==> src/rtl/mem_port_arbiter_if.sv <==
// Request, completion and memory-side signals of the two-port memory arbiter.
// The slave modport is the arbiter's view; master is the requester/memory side.
interface mem_port_arbiter_if #(
    parameter int AW = 8,
    parameter int DW = 8
);
    logic          c_req, c_we, c_gnt, c_done;
    logic [AW-1:0] c_addr;
    logic [DW-1:0] c_wdata, c_rdata;
    logic          h_req, h_we, h_gnt, h_done;
    logic [AW-1:0] h_addr;
    logic [DW-1:0] h_wdata, h_rdata;
    logic          mem_en, mem_we, busy;
    logic [AW-1:0] mem_addr;
    logic [DW-1:0] mem_wdata, mem_rdata;

    modport slave (
        input  c_req, c_we, c_addr, c_wdata, h_req, h_we, h_addr, h_wdata, mem_rdata,
        output c_gnt, c_done, c_rdata, h_gnt, h_done, h_rdata,
        output mem_en, mem_we, mem_addr, mem_wdata, busy
    );

    modport master (
        output c_req, c_we, c_addr, c_wdata, h_req, h_we, h_addr, h_wdata, mem_rdata,
        input  c_gnt, c_done, c_rdata, h_gnt, h_done, h_rdata,
        input  mem_en, mem_we, mem_addr, mem_wdata, busy
    );
endinterface

==> src/rtl/mem_port_arbiter.sv <==
// Two-port arbiter for a single synchronous memory port: picks C or H in IDLE,
// runs one ISSUE/WAIT/DONE access and returns read data with a done pulse.
module mem_port_arbiter #(
    parameter int AW        = 8,
    parameter int DW        = 8,
    parameter int MEM_LAT   = 1,
    parameter int PRIO_MODE = 0
) (
    input logic             Clk,
    input logic             Rst,
    mem_port_arbiter_if.slave bus
);
    typedef enum logic [1:0] {IDLE, ISSUE, WAIT, DONE} state_t;

    state_t        state;
    logic          owner;      // 0 = C, 1 = H
    logic          lastOwner;
    logic          weReg;
    logic [1:0]    cnt;
    logic          cGnt, hGnt, cDone, hDone, memEn, memWe;
    logic [AW-1:0] memAddr;
    logic [DW-1:0] memWdata, cRdata, hRdata;
    logic          pickH;

    // H wins when alone, or on a tie in round-robin mode when C owned the last access
    assign pickH = bus.h_req && (!bus.c_req || (PRIO_MODE == 0 && !lastOwner));

    always_ff @(posedge Clk) begin
        if (Rst) begin
            state     <= IDLE;
            owner     <= 1'b0;
            lastOwner <= 1'b1;
            weReg     <= 1'b0;
            cnt       <= '0;
            cGnt      <= 1'b0;
            hGnt      <= 1'b0;
            cDone     <= 1'b0;
            hDone     <= 1'b0;
            memEn     <= 1'b0;
            memWe     <= 1'b0;
            memAddr   <= '0;
            memWdata  <= '0;
            cRdata    <= '0;
            hRdata    <= '0;
        end else begin
            case (state)
                IDLE: if (bus.c_req || bus.h_req) begin
                    owner    <= pickH;
                    weReg    <= pickH ? bus.h_we    : bus.c_we;
                    memWe    <= pickH ? bus.h_we    : bus.c_we;
                    memAddr  <= pickH ? bus.h_addr  : bus.c_addr;
                    memWdata <= pickH ? bus.h_wdata : bus.c_wdata;
                    memEn    <= 1'b1;
                    cGnt     <= !pickH;
                    hGnt     <= pickH;
                    state    <= ISSUE;
                end
                ISSUE: begin
                    memEn <= 1'b0;
                    memWe <= 1'b0;
                    cnt   <= 2'(MEM_LAT - 1);
                    state <= WAIT;
                end
                WAIT: if (cnt == 2'd0) begin
                    // mem_rdata is valid exactly in the last WAIT cycle
                    if (!weReg) begin
                        if (owner) hRdata <= bus.mem_rdata;
                        else       cRdata <= bus.mem_rdata;
                    end
                    cDone <= !owner;
                    hDone <= owner;
                    state <= DONE;
                end else begin
                    cnt <= cnt - 2'd1;
                end
                DONE: begin
                    cDone     <= 1'b0;
                    hDone     <= 1'b0;
                    cGnt      <= 1'b0;
                    hGnt      <= 1'b0;
                    lastOwner <= owner;
                    state     <= IDLE;
                end
                default: state <= IDLE;
            endcase
        end
    end

    assign bus.c_gnt     = cGnt;
    assign bus.h_gnt     = hGnt;
    assign bus.c_done    = cDone;
    assign bus.h_done    = hDone;
    assign bus.c_rdata   = cRdata;
    assign bus.h_rdata   = hRdata;
    assign bus.mem_en    = memEn;
    assign bus.mem_we    = memWe;
    assign bus.mem_addr  = memAddr;
    assign bus.mem_wdata = memWdata;
    assign bus.busy      = (state != IDLE);
endmodule
==> src/flat_wrapper.sv <==
// flat-port wrapper written by rule: the top's interface ports become plain ports
module mem_port_arbiter_flat 
#(
    parameter int AW        = 8,
    parameter int DW        = 8,
    parameter int MEM_LAT   = 1,
    parameter int PRIO_MODE = 0
)
  (Clk, Rst, bus_c_req, bus_c_we, bus_c_addr, bus_c_wdata, bus_h_req, bus_h_we, bus_h_addr, bus_h_wdata, bus_mem_rdata, bus_c_gnt, bus_c_done, bus_c_rdata, bus_h_gnt, bus_h_done, bus_h_rdata, bus_mem_en, bus_mem_we, bus_mem_addr, bus_mem_wdata, bus_busy);
  mem_port_arbiter_if #(.AW(AW), .DW(DW)) bus_i ();
  input logic Clk;
  input logic Rst;
  input wire logic [$bits(bus_i.c_req)-1:0] bus_c_req;
  input wire logic [$bits(bus_i.c_we)-1:0] bus_c_we;
  input wire logic [$bits(bus_i.c_addr)-1:0] bus_c_addr;
  input wire logic [$bits(bus_i.c_wdata)-1:0] bus_c_wdata;
  input wire logic [$bits(bus_i.h_req)-1:0] bus_h_req;
  input wire logic [$bits(bus_i.h_we)-1:0] bus_h_we;
  input wire logic [$bits(bus_i.h_addr)-1:0] bus_h_addr;
  input wire logic [$bits(bus_i.h_wdata)-1:0] bus_h_wdata;
  input wire logic [$bits(bus_i.mem_rdata)-1:0] bus_mem_rdata;
  output wire logic [$bits(bus_i.c_gnt)-1:0] bus_c_gnt;
  output wire logic [$bits(bus_i.c_done)-1:0] bus_c_done;
  output wire logic [$bits(bus_i.c_rdata)-1:0] bus_c_rdata;
  output wire logic [$bits(bus_i.h_gnt)-1:0] bus_h_gnt;
  output wire logic [$bits(bus_i.h_done)-1:0] bus_h_done;
  output wire logic [$bits(bus_i.h_rdata)-1:0] bus_h_rdata;
  output wire logic [$bits(bus_i.mem_en)-1:0] bus_mem_en;
  output wire logic [$bits(bus_i.mem_we)-1:0] bus_mem_we;
  output wire logic [$bits(bus_i.mem_addr)-1:0] bus_mem_addr;
  output wire logic [$bits(bus_i.mem_wdata)-1:0] bus_mem_wdata;
  output wire logic [$bits(bus_i.busy)-1:0] bus_busy;
  assign bus_i.c_req = bus_c_req;
  assign bus_i.c_we = bus_c_we;
  assign bus_i.c_addr = bus_c_addr;
  assign bus_i.c_wdata = bus_c_wdata;
  assign bus_i.h_req = bus_h_req;
  assign bus_i.h_we = bus_h_we;
  assign bus_i.h_addr = bus_h_addr;
  assign bus_i.h_wdata = bus_h_wdata;
  assign bus_i.mem_rdata = bus_mem_rdata;
  assign bus_c_gnt = bus_i.c_gnt;
  assign bus_c_done = bus_i.c_done;
  assign bus_c_rdata = bus_i.c_rdata;
  assign bus_h_gnt = bus_i.h_gnt;
  assign bus_h_done = bus_i.h_done;
  assign bus_h_rdata = bus_i.h_rdata;
  assign bus_mem_en = bus_i.mem_en;
  assign bus_mem_we = bus_i.mem_we;
  assign bus_mem_addr = bus_i.mem_addr;
  assign bus_mem_wdata = bus_i.mem_wdata;
  assign bus_busy = bus_i.busy;
  mem_port_arbiter #(.AW(AW), .DW(DW), .MEM_LAT(MEM_LAT), .PRIO_MODE(PRIO_MODE)) u_core (.Clk(Clk), .Rst(Rst), .bus(bus_i));
endmodule
==> config.mk <==
export PLATFORM = sky130hd
export DESIGN_NAME = mem_port_arbiter_flat
export DESIGN_NICKNAME = d
export VERILOG_FILES = /design/src/rtl/mem_port_arbiter_if.sv /design/src/rtl/mem_port_arbiter.sv /design/src/flat_wrapper.sv
export SDC_FILE = /design/constraint.sdc
export NUM_CORES = 1
export LEC_CHECK = 0
export CORE_AREA = 4 4 72 74
export CTS_CLUSTER_SIZE = 30
export DETAILED_ROUTE_END_ITERATION = 6
export DIE_AREA = 0 0 76 78
export GPL_TIMING_DRIVEN = 0
export PLACE_DENSITY = 0.89
export SYNTH_ARGS = -nofsm -noshare
export SYNTH_HDL_FRONTEND = slang
export SYNTH_SLANG_ARGS = --single-unit
==> constraint.sdc <==
create_clock -name Clk -period 4.13 [get_ports Clk]
set_input_delay 0.413 -clock Clk [delete_from_list [all_inputs] [get_ports Clk]]
set_output_delay 0.413 -clock Clk [all_outputs]
set_load 0.05 [all_outputs]
; ---- Word level (Yosys, flattened, before mapping)
; Index checks and enable logic that the tools add are counted.
[classes]
n_mux = 20
n_addsub = 1
bitwise = 2
reduce_logical = 22
n_eq_ne = 6
[op_table]
columns = cell, n
row1 = $mux 8, 2
row2 = $pmux 1 s2, 6
row3 = $reduce_and 2->1, 6
row4 = $reduce_bool 2->1, 5
row5 = $pmux 2 s4, 1
row6 = $reduce_and 4->1, 2
row7 = $mux 1, 7
row8 = $mux 2, 3
row9 = $eq 2x2->1 const B, 2
row10 = $logic_not 1->1, 4
row11 = $logic_not 2->1, 2
row12 = $ne 2x1->1 const B, 2
row13 = $pmux 2 s2, 1
row14 = $eq 2x1->1 const B, 1
row15 = $logic_or 1x1->1, 2
row16 = $ne 2x2->1 const B, 1
row17 = $not 1->1, 2
row18 = $sub 2x1->2 const B, 1
row19 = $logic_and 1x1->1, 1
[totals]
wordCells = 66
register_bits = 45
input_bits = 46
output_inout_bits = 39

; ---- Depth between registers and ports, before layout
; Gate-level depths: netlist of the first run.
[depth]
word_depth = 6
mapped_depth = 7
ltp_nobuf = 5

; ---- Worst setup path after synthesis of the first run
; No wires, ideal clock.
[synth_path]
path_kind = reg-to-output
startpoint = reg u_core.state[0]
endpoint = out bus_busy
arrival_time_ns = 1.113
required_time_ns = 3.717
n_path_buf = 1
setup_slack_ns = 2.604
stages_incl_launch_ff = 5
cell_sequence = dfxtp_1 -> inv_1 -> ha_1 -> buf_2 -> inv_1
[synth_between]
elab_chain_cells = 1
[synth_lines]
columns = element, line
row1 = "start, declared", mem_port_arbiter.sv:15  ; state_t state;
row2 = "start signal, assigned", mem_port_arbiter.sv:30  ; state <= IDLE;
row3 = "start signal, assigned", mem_port_arbiter.sv:56  ; state <= ISSUE;
row4 = "start signal, assigned", mem_port_arbiter.sv:62  ; state <= WAIT;
row5 = $reduce_bool 2->1, mem_port_arbiter.sv:99  ; assign bus.busy = (state != IDLE);
row6 = "end, declared", flat_wrapper.sv:32  ; output wire logic [$bits(bus_i.busy)-1:0] bus_busy;
; No other way between the ends.

; ---- Final worst setup path of the first run
; Ends and elaborated chain as after synthesis.

==> flow_summary.ini, run 1 <==
[sta]
timing_max_transition_violations_final = 0
timing.final.crit_share_pct = 59.87
clock-skew-final_ns = 0.005318
timing_worst_slew_pin_value_ns = 0.5558
final_critical_path_required_period_ns = 2.473
finalHoldViolations = 0
finalWorstSetupSlack_ns = 1.657
setup_tns_ns = 0
worst_slew_margin_rel_pct = 62.86
rsz_0062_raised_after_global_routing = false
clock.fmax_mhz = 404.4
setup_viol = 0

[cts]
cts.clk_slew.worst_paths_ns = 0.09
ctsHtreeMaxLevel = 2
number_of_buffers_added_by_the_clock_tree_synthesis_step = 5
cts_resized = 0
insertion_delay_ns = 0.29
cts_post_setup_buffers_inserted = 0
cts.path.max_buffers = 2
root_buffer_selected_by_cts = clkbuf_8
cts_tree = yes
postCtsHoldBufs = 0
number_of_clock_sinks = 45

[setup_path]
cp_common_cell = inv_1
worstSetupEndpointType = output port
critical_path_class = reg -> out
required_time_reported_for_the_critical_path_endpoint_ns = 3.72
r2r_end = u_core.bus.c_gnt$_SDFFE_PP0P_
worst_setup_path_start_kind = register
path_cells = inv_1 > ha_1 > buf_2 > inv_1 > clkdlybuf4s50_1
cp_data_arrival_time_ns = 2.06
crit_buf_inv = 4
r2r_slack_ns = 2.35
critical_path.startpoint = u_core.state[0]$_SDFFE_PP0P_
slowest_stage = clkdlybuf4s50_1
rr_startpoint = u_core.state[0]$_SDFFE_PP0P_
critical-path-max-stage-delay_ns = 0.80
setup.worst_path.end = bus_busy
worst_path_dominant_cell_family = buffers and inverters
cp.depth = 5
worstPathMaxFanout = 10
rr_worst_depth = 6

[power]
power.net_switching_uw = 823.4
switching_share_pct = 44.38
p_int_mw = 1.032
leakage_nw = 1.093
ir_drop_v = 0.0003608
clock_power_share_pct = 15.1
power.density_cell_area_nw_per_um2 = 617.1
share_comb_of_total_power_pct = 52.7
design_power_total_mw = 1.855
share_seq_of_total_power_pct = 32.2

[global_routing]
grt_pass1_wl_um = 8017
overflow = 0
antenna_violations_before_repair = 0
via_count_of_the_first_global_routing_pass = 1787
grt.met2_usage_pct = 29.02
layer_with_the_highest_usage = met2
grt_max_degree = 14
globalRouteMet3Util_pct = 8.005
grtUsageMet1_pct = 17.47
global_route_total_usage_across_every_layer_pct = 16.44

[place]
hpwl_um = 3794
gp_congestion = 0.7627
io_buffer_count = 83
placement.setup.worst_slack_ns = 1.984

[synthesis]
sequential_fraction_of_the_synthesis_area_pct = 44.64
ys_dominant_reg_cell = dfxtp_1
synthDominantAreaCellType = dfxtp_1
netlist-cell-type-count = 33
synth_edf_count = 0
synth_area_leaders = dfxtp_1 45%, mux2i_1 12%, a211oi_1 6.3%
net_count_synth = 272
synth_async_sr_flop_share_pct = 0
synth_top_area_share_pct = 44.64
post_synth.cell_area_avg_um2 = 9.258
syn_area_um2 = 2018
synth_cells = 218
ys.warnings.count = 0
ys_seq_elements = 45

[die]
width_of_the_chip_um = 76
design.portCount = 85
floorplan.initialDensity_pct = 43.89
core.rowCount = 25
design.die.area_um2 = 5928
placeable_core_region_um2 = 4598
dieHeight_um = 78

[status]
run_status = completed

[routing]
firstDrtPassIters = 4
routed-via-count = 1863
ant_nets = 0
wl_per_cell_um = 13.69
post-route-drc-count = 0
post_drt_via_cell_ratio = 5.146
drt-initial-drc-count = 55
final_routed_wirelength_across_all_metal_layers_um = 4957

[final_layout]
layout.core_utilization_pct = 65.39
area_growth_pct = 48.98
post_route_cells_drive_above_1_share_pct = 5.195
n_antenna_cell = 0
layout_filler_cell_count = 374
final_layout_net_count = 362

[flow_run]
cap_violations = 0

[worst_hold_path]
timing.hold.worst.start = u_core.bus.h_rdata[4]$_SDFFE_PP0P_
min-delay-path-class = reg -> reg
[synthesized netlist by cell type (2+ instances only)]
master,instances
clkbuf_1,6
a21oi_1,18
a211oi_1,17
nand3b_1,2
o21ai_0,7
nand4b_1,3
nor2_1,30
dfxtp_1,45
buf_2,5
nand2_1,18
nand2b_1,2
a21o_1,2
nor3_1,2
mux2i_1,25
or4b_1,2
ha_1,8
inv_1,6
buf_1,2
nor2b_1,3
nor3b_1,2
[power groups by stage]
stage | Combinational (mW) | Sequential, mW | Clock (mW)
4_1_cts | 0.984 | 0.599 | 0.283
6_report | 0.977 | 0.598 | 0.280
2_1_floorplan | 0.379 | 0.891 | 0
3_3_place_gp | 0.959 | 0.603 | 0
5_1_grt | 1.05 | 0.610 | 0.297
3_5_place_dp | 0.976 | 0.609 | 0
[per-layer routing]
layer	vias up	routed length, um
li1	942	-
met1	840	1971
met2	76	2422
met3	5	521
met4	0	41
met5	-	0
[sequential cells by signal, indices dropped and copies added, names as in the netlist]
name	count
u_core.lastOwner	1
u_core.cnt	2
u_core.bus.h_done	1
u_core.state	2
u_core.bus.h_gnt	1
u_core.bus.c_done	1
u_core.bus.c_rdata	8
u_core.bus.h_rdata	8
u_core.bus.mem_en	1
u_core.owner	1
u_core.weReg	1
u_core.bus.mem_we	1
u_core.bus.c_gnt	1
u_core.bus.mem_wdata	8
u_core.bus.mem_addr	8
[cell usage in the layout, fill, tap and decap left out]
cell,instances
inv_1,6
o21a_1,1
and4bb_2,1
dfxtp_1,45
or2b_1,1
nand4b_1,3
clkbuf_8,6
clkinvlp_4,1
clkbuf_1,6
or3b_1,1
a211oi_1,17
a21o_1,2
nand3b_1,2
a211o_1,1
a22oi_1,1
o21ai_0,7
ha_1,8
buf_1,2
nor3b_1,2
nand2b_1,2
buf_2,5
a21boi_2,1
nor2b_1,3
a21oi_1,18
mux2i_1,25
nor3_1,2
nand3_1,1
clkdlybuf4s50_1,83
o31ai_1,1
buf_6,1
and4b_1,1
nand2_1,18
and2_1,1
or4b_1,2
nor2_1,30
buf_12,1
[cell families after synthesis]
logic type / synth area share [%]
and+or+nand+nor: 17.23
DFF: 44.64
muxes: 12.40
AOI/OAI and AO/OA: 15.38
buffers and inverters: 5.393
adders and majority gates: 4.960
[worst min path at each step]
| stage | end | slack, ns | cells after the start |
|---|---|---|---|
| 5_1_grt | u_core.bus.h_rdata[4]$_SDFFE_PP0P_ | 0.48 | 2 |
| 4_1_cts | u_core.bus.h_rdata[4]$_SDFFE_PP0P_ | 0.46 | 2 |
| 2_1_floorplan | u_core.cnt[1]$_SDFFE_PP0P_ | 0.45 | 2 |
| 3_5_place_dp | u_core.bus.h_rdata[7]$_SDFFE_PP0P_ | 0.45 | 2 |
| 3_3_place_gp | u_core.bus.h_rdata[5]$_SDFFE_PP0P_ | 0.44 | 2 |
| 6_report | u_core.bus.h_rdata[4]$_SDFFE_PP0P_ | 0.46 | 2 |
[layout make-up]
type	count	area (um2)	share of cell area [%]
multi-input cells	152	1008	33.54
flip-flops and latches	45	900.9	29.96
repair buffers	83	830.8	27.63
plain buffers	15	86.33	2.871
clock buffers	6	82.58	2.747
well taps	54	67.56	2.247
inverters	6	22.52	0.7491
clock inverters	1	7.507	0.2497
[metrics by stage]
stage	cell area, um2	std cells	hold WS, ns
final	3007	362	0.4606
after global routing	3007	362	0.4799
after CTS	3007	362	0.4605
after detailed placement	2917	355	0.4485
after global placement	2917	355	0.4448
after floorplan	2018	218	0.4496
[worst reg2reg max path: cells and delay by family (launching register included)]
kind	cells	cell delay, ns
fa+ha+maj	1	0.18
compound gates	2	0.34
simple gates	1	0.51
buf+inv	2	0.34
flops	1	0.35
Power figures use the tool's default switching activity.
==> run 2: changes to the inputs <==
CORE_AREA = 4 4 75 77   (was 4 4 72 74)
DIE_AREA = 0 0 79 81   (was 0 0 76 78)
PLACE_DENSITY = 0.83   (was 0.89)
clock period = 2.4 ns   (was 4.13 ns; I/O delays follow)
==> run 2 against run 1 <==
- sequential cell count did not move
- utilization fell by 4.5 points
- combinational power rose by 71%
- clock skew fell by 0.0025 ns
- global-route usage fell by 0.37 points
- clock power rose by 100%
- setup slack got worse by 1.2 ns
- sequential share of layout area fell by 0.43 points
- largest cell class unchanged
- wire length rose by 0.52%
- register-to-register slack got worse by 1.7 ns
- non-clock buffer count did not move
- highest routed layer unchanged
- clock-buffer cell count did not move
==> flow_summary.ini, run 2 (synthesis results as in run 1) <==
[cts]
cts_resized = 0
root_buffer_selected_by_cts = clkbuf_8
cts_tree = yes
cts_post_setup_buffers_inserted = 0
number_of_buffers_added_by_the_clock_tree_synthesis_step = 5
ctsHtreeMaxLevel = 2
cts.path.max_buffers = 2
insertion_delay_ns = 0.29
postCtsHoldBufs = 0
cts.clk_slew.worst_paths_ns = 0.08
number_of_clock_sinks = 45

[setup_path]
r2r_slack_ns = 0.64
cp_common_cell = inv_1
critical_path_class = reg -> out
worstPathMaxFanout = 10
rr_startpoint = u_core.state[0]$_SDFFE_PP0P_
slowest_stage = dlymetal6s2s_1
setup.worst_path.end = bus_busy
worstSetupEndpointType = output port
rr_worst_depth = 6
critical_path.startpoint = u_core.state[0]$_SDFFE_PP0P_
r2r_end = u_core.bus.mem_en$_SDFFE_PP0P_
critical-path-max-stage-delay_ns = 0.41
required_time_reported_for_the_critical_path_endpoint_ns = 2.16
worst_setup_path_start_kind = register
cp_data_arrival_time_ns = 1.66
path_cells = inv_1 > ha_1 > buf_2 > inv_1 > dlymetal6s2s_1

[final_layout]
layout.cells.most_common = clkdlybuf4s50_1
layout.cells.most_common_list = 82 x clkdlybuf4s50_1, 45 x dfxtp_1, 30 x nor2_1
design_area_um2 = 3050
multi_input_area_um2 = 1008
area_growth_pct = 51.15
register_area_um2 = 900.9
post_route_cells_drive_above_1_share_pct = 5.178
n_antenna_cell = 0
layout_filler_cell_count = 455
final_layout_net_count = 362

[sta]
final_critical_path_required_period_ns = 1.900
rsz_0062_raised_after_global_routing = false
clock.fmax_mhz = 526.3
timing_worst_slew_pin_value_ns = 0.5496
clock-skew-final_ns = 0.002838
setup_tns_ns = 0
timing_max_transition_violations_final = 0
worst_slew_margin_rel_pct = 63.28
setup_viol = 0
timing.final.crit_share_pct = 79.17
finalHoldViolations = 0

[die]
core.rowCount = 26
floorplan.initialDensity_pct = 40.28
design.die.area_um2 = 6399
dieHeight_um = 81
placeable_core_region_um2 = 5010
width_of_the_chip_um = 79
design.portCount = 85

[global_routing]
overflow = 0
grt_pass1_wl_um = 8059
global_route_total_usage_across_every_layer_pct = 16.07
via_count_of_the_first_global_routing_pass = 1775
grt_max_degree = 15
antenna_violations_before_repair = 0

[place]
gp_congestion = 0.7829
detailed_place.area_um2 = 2937
io_buffer_count = 83
hpwl_um = 3939

[routing]
routed-via-count = 1847
final_routed_wirelength_across_all_metal_layers_um = 4983
post_drt_via_cell_ratio = 4.873
drt-initial-drc-count = 96
wl_per_cell_um = 13.15
post-route-drc-count = 0
firstDrtPassIters = 4
ant_nets = 0

[status]
run_status = completed

[power]
p_int_mw = 1.860
share_seq_of_total_power_pct = 31.5
share_comb_of_total_power_pct = 51.1
power.density_cell_area_nw_per_um2 = 1070
clock_power_share_pct = 17.4
power.net_switching_mw = 1.403
switching_share_pct = 43.01
leakage_nw = 1.116
ir_drop_v = 0.0005435

[worst_hold_path]
whs_path_depth = 2
min-delay-path-class = in -> reg

[flow_run]
cap_violations = 0
[run 2: worst max-delay path: cells and delay by family, from the launching register on]
kind,cells,cell delay (ns)
adders and majority gates,1,0.23
buffers and inverters,4,0.76
DFF,1,0.38
[run 2: layout make-up]
| cell class | instances | share of cell area [%] |
|---|---|---|
| clock inverter | 2 | 1.272 |
| clock buffer | 6 | 2.379 |
| sequential | 45 | 29.53 |
| multi-input combinational | 152 | 33.06 |
| tap | 70 | 2.871 |
| timing repair buffer | 83 | 27.32 |
| buffer | 15 | 2.830 |
| inverter | 6 | 0.7383 |
[run 2: layer usage]
| metal | routed length, um | track usage (%) | share of wire [%] | vias up |
|---|---|---|---|---|
| li1 | - | - | - | 940 |
| met1 | 1995 | 16.94 | 40 | 831 |
| met2 | 2395 | 28.96 | 48 | 70 |
| met3 | 539 | 7.206 | 11 | 6 |
| met4 | 52 | 4.639 | 1.0 | 0 |
| met5 | 0 | 0 | 0 | - |
[run 2: worst min path at each step]
stage                                                   from                              endpoint  slack [ns]
after floorplan                             bus_mem_rdata[0]    u_core.bus.h_rdata[0]$_SDFFE_PP0P_        0.38
after CTS                                                Rst  u_core.bus.mem_wdata[4]$_SDFFE_PP0P_        0.42
after global routing                                     Rst  u_core.bus.mem_wdata[4]$_SDFFE_PP0P_        0.44
after global placement    u_core.bus.h_rdata[7]$_SDFFE_PP0P_    u_core.bus.h_rdata[7]$_SDFFE_PP0P_        0.44
after detailed placement  u_core.bus.h_rdata[0]$_SDFFE_PP0P_    u_core.bus.h_rdata[0]$_SDFFE_PP0P_        0.45
final                                                    Rst  u_core.bus.mem_wdata[4]$_SDFFE_PP0P_        0.40
[run 2: power groups by stage]
stage | sequential, mW | combinational [mW] | clock, mW
6_report | 1.03 | 1.67 | 0.567
5_1_grt | 1.05 | 1.81 | 0.615
4_1_cts | 1.03 | 1.69 | 0.580
3_5_place_dp | 1.05 | 1.68 | 0
3_3_place_gp | 1.04 | 1.66 | 0
2_1_floorplan | 1.53 | 0.653 | 0
[run 2: stage by stage]
step	cells	utilization [%]	hold WS [ns]	worst slack [ns]	total power [mW]
finish	379	60.89	0.4037	0.4999	3.263
global route	379	60.89	0.4410	0.3240	3.479
CTS	379	60.84	0.4213	0.09100	3.299
detailed placement	371	58.62	0.4455	0.4297	2.730
global placement	371	58.62	0.4422	0.4405	2.694
floorplan	218	-	0.3760	0.8891	2.186
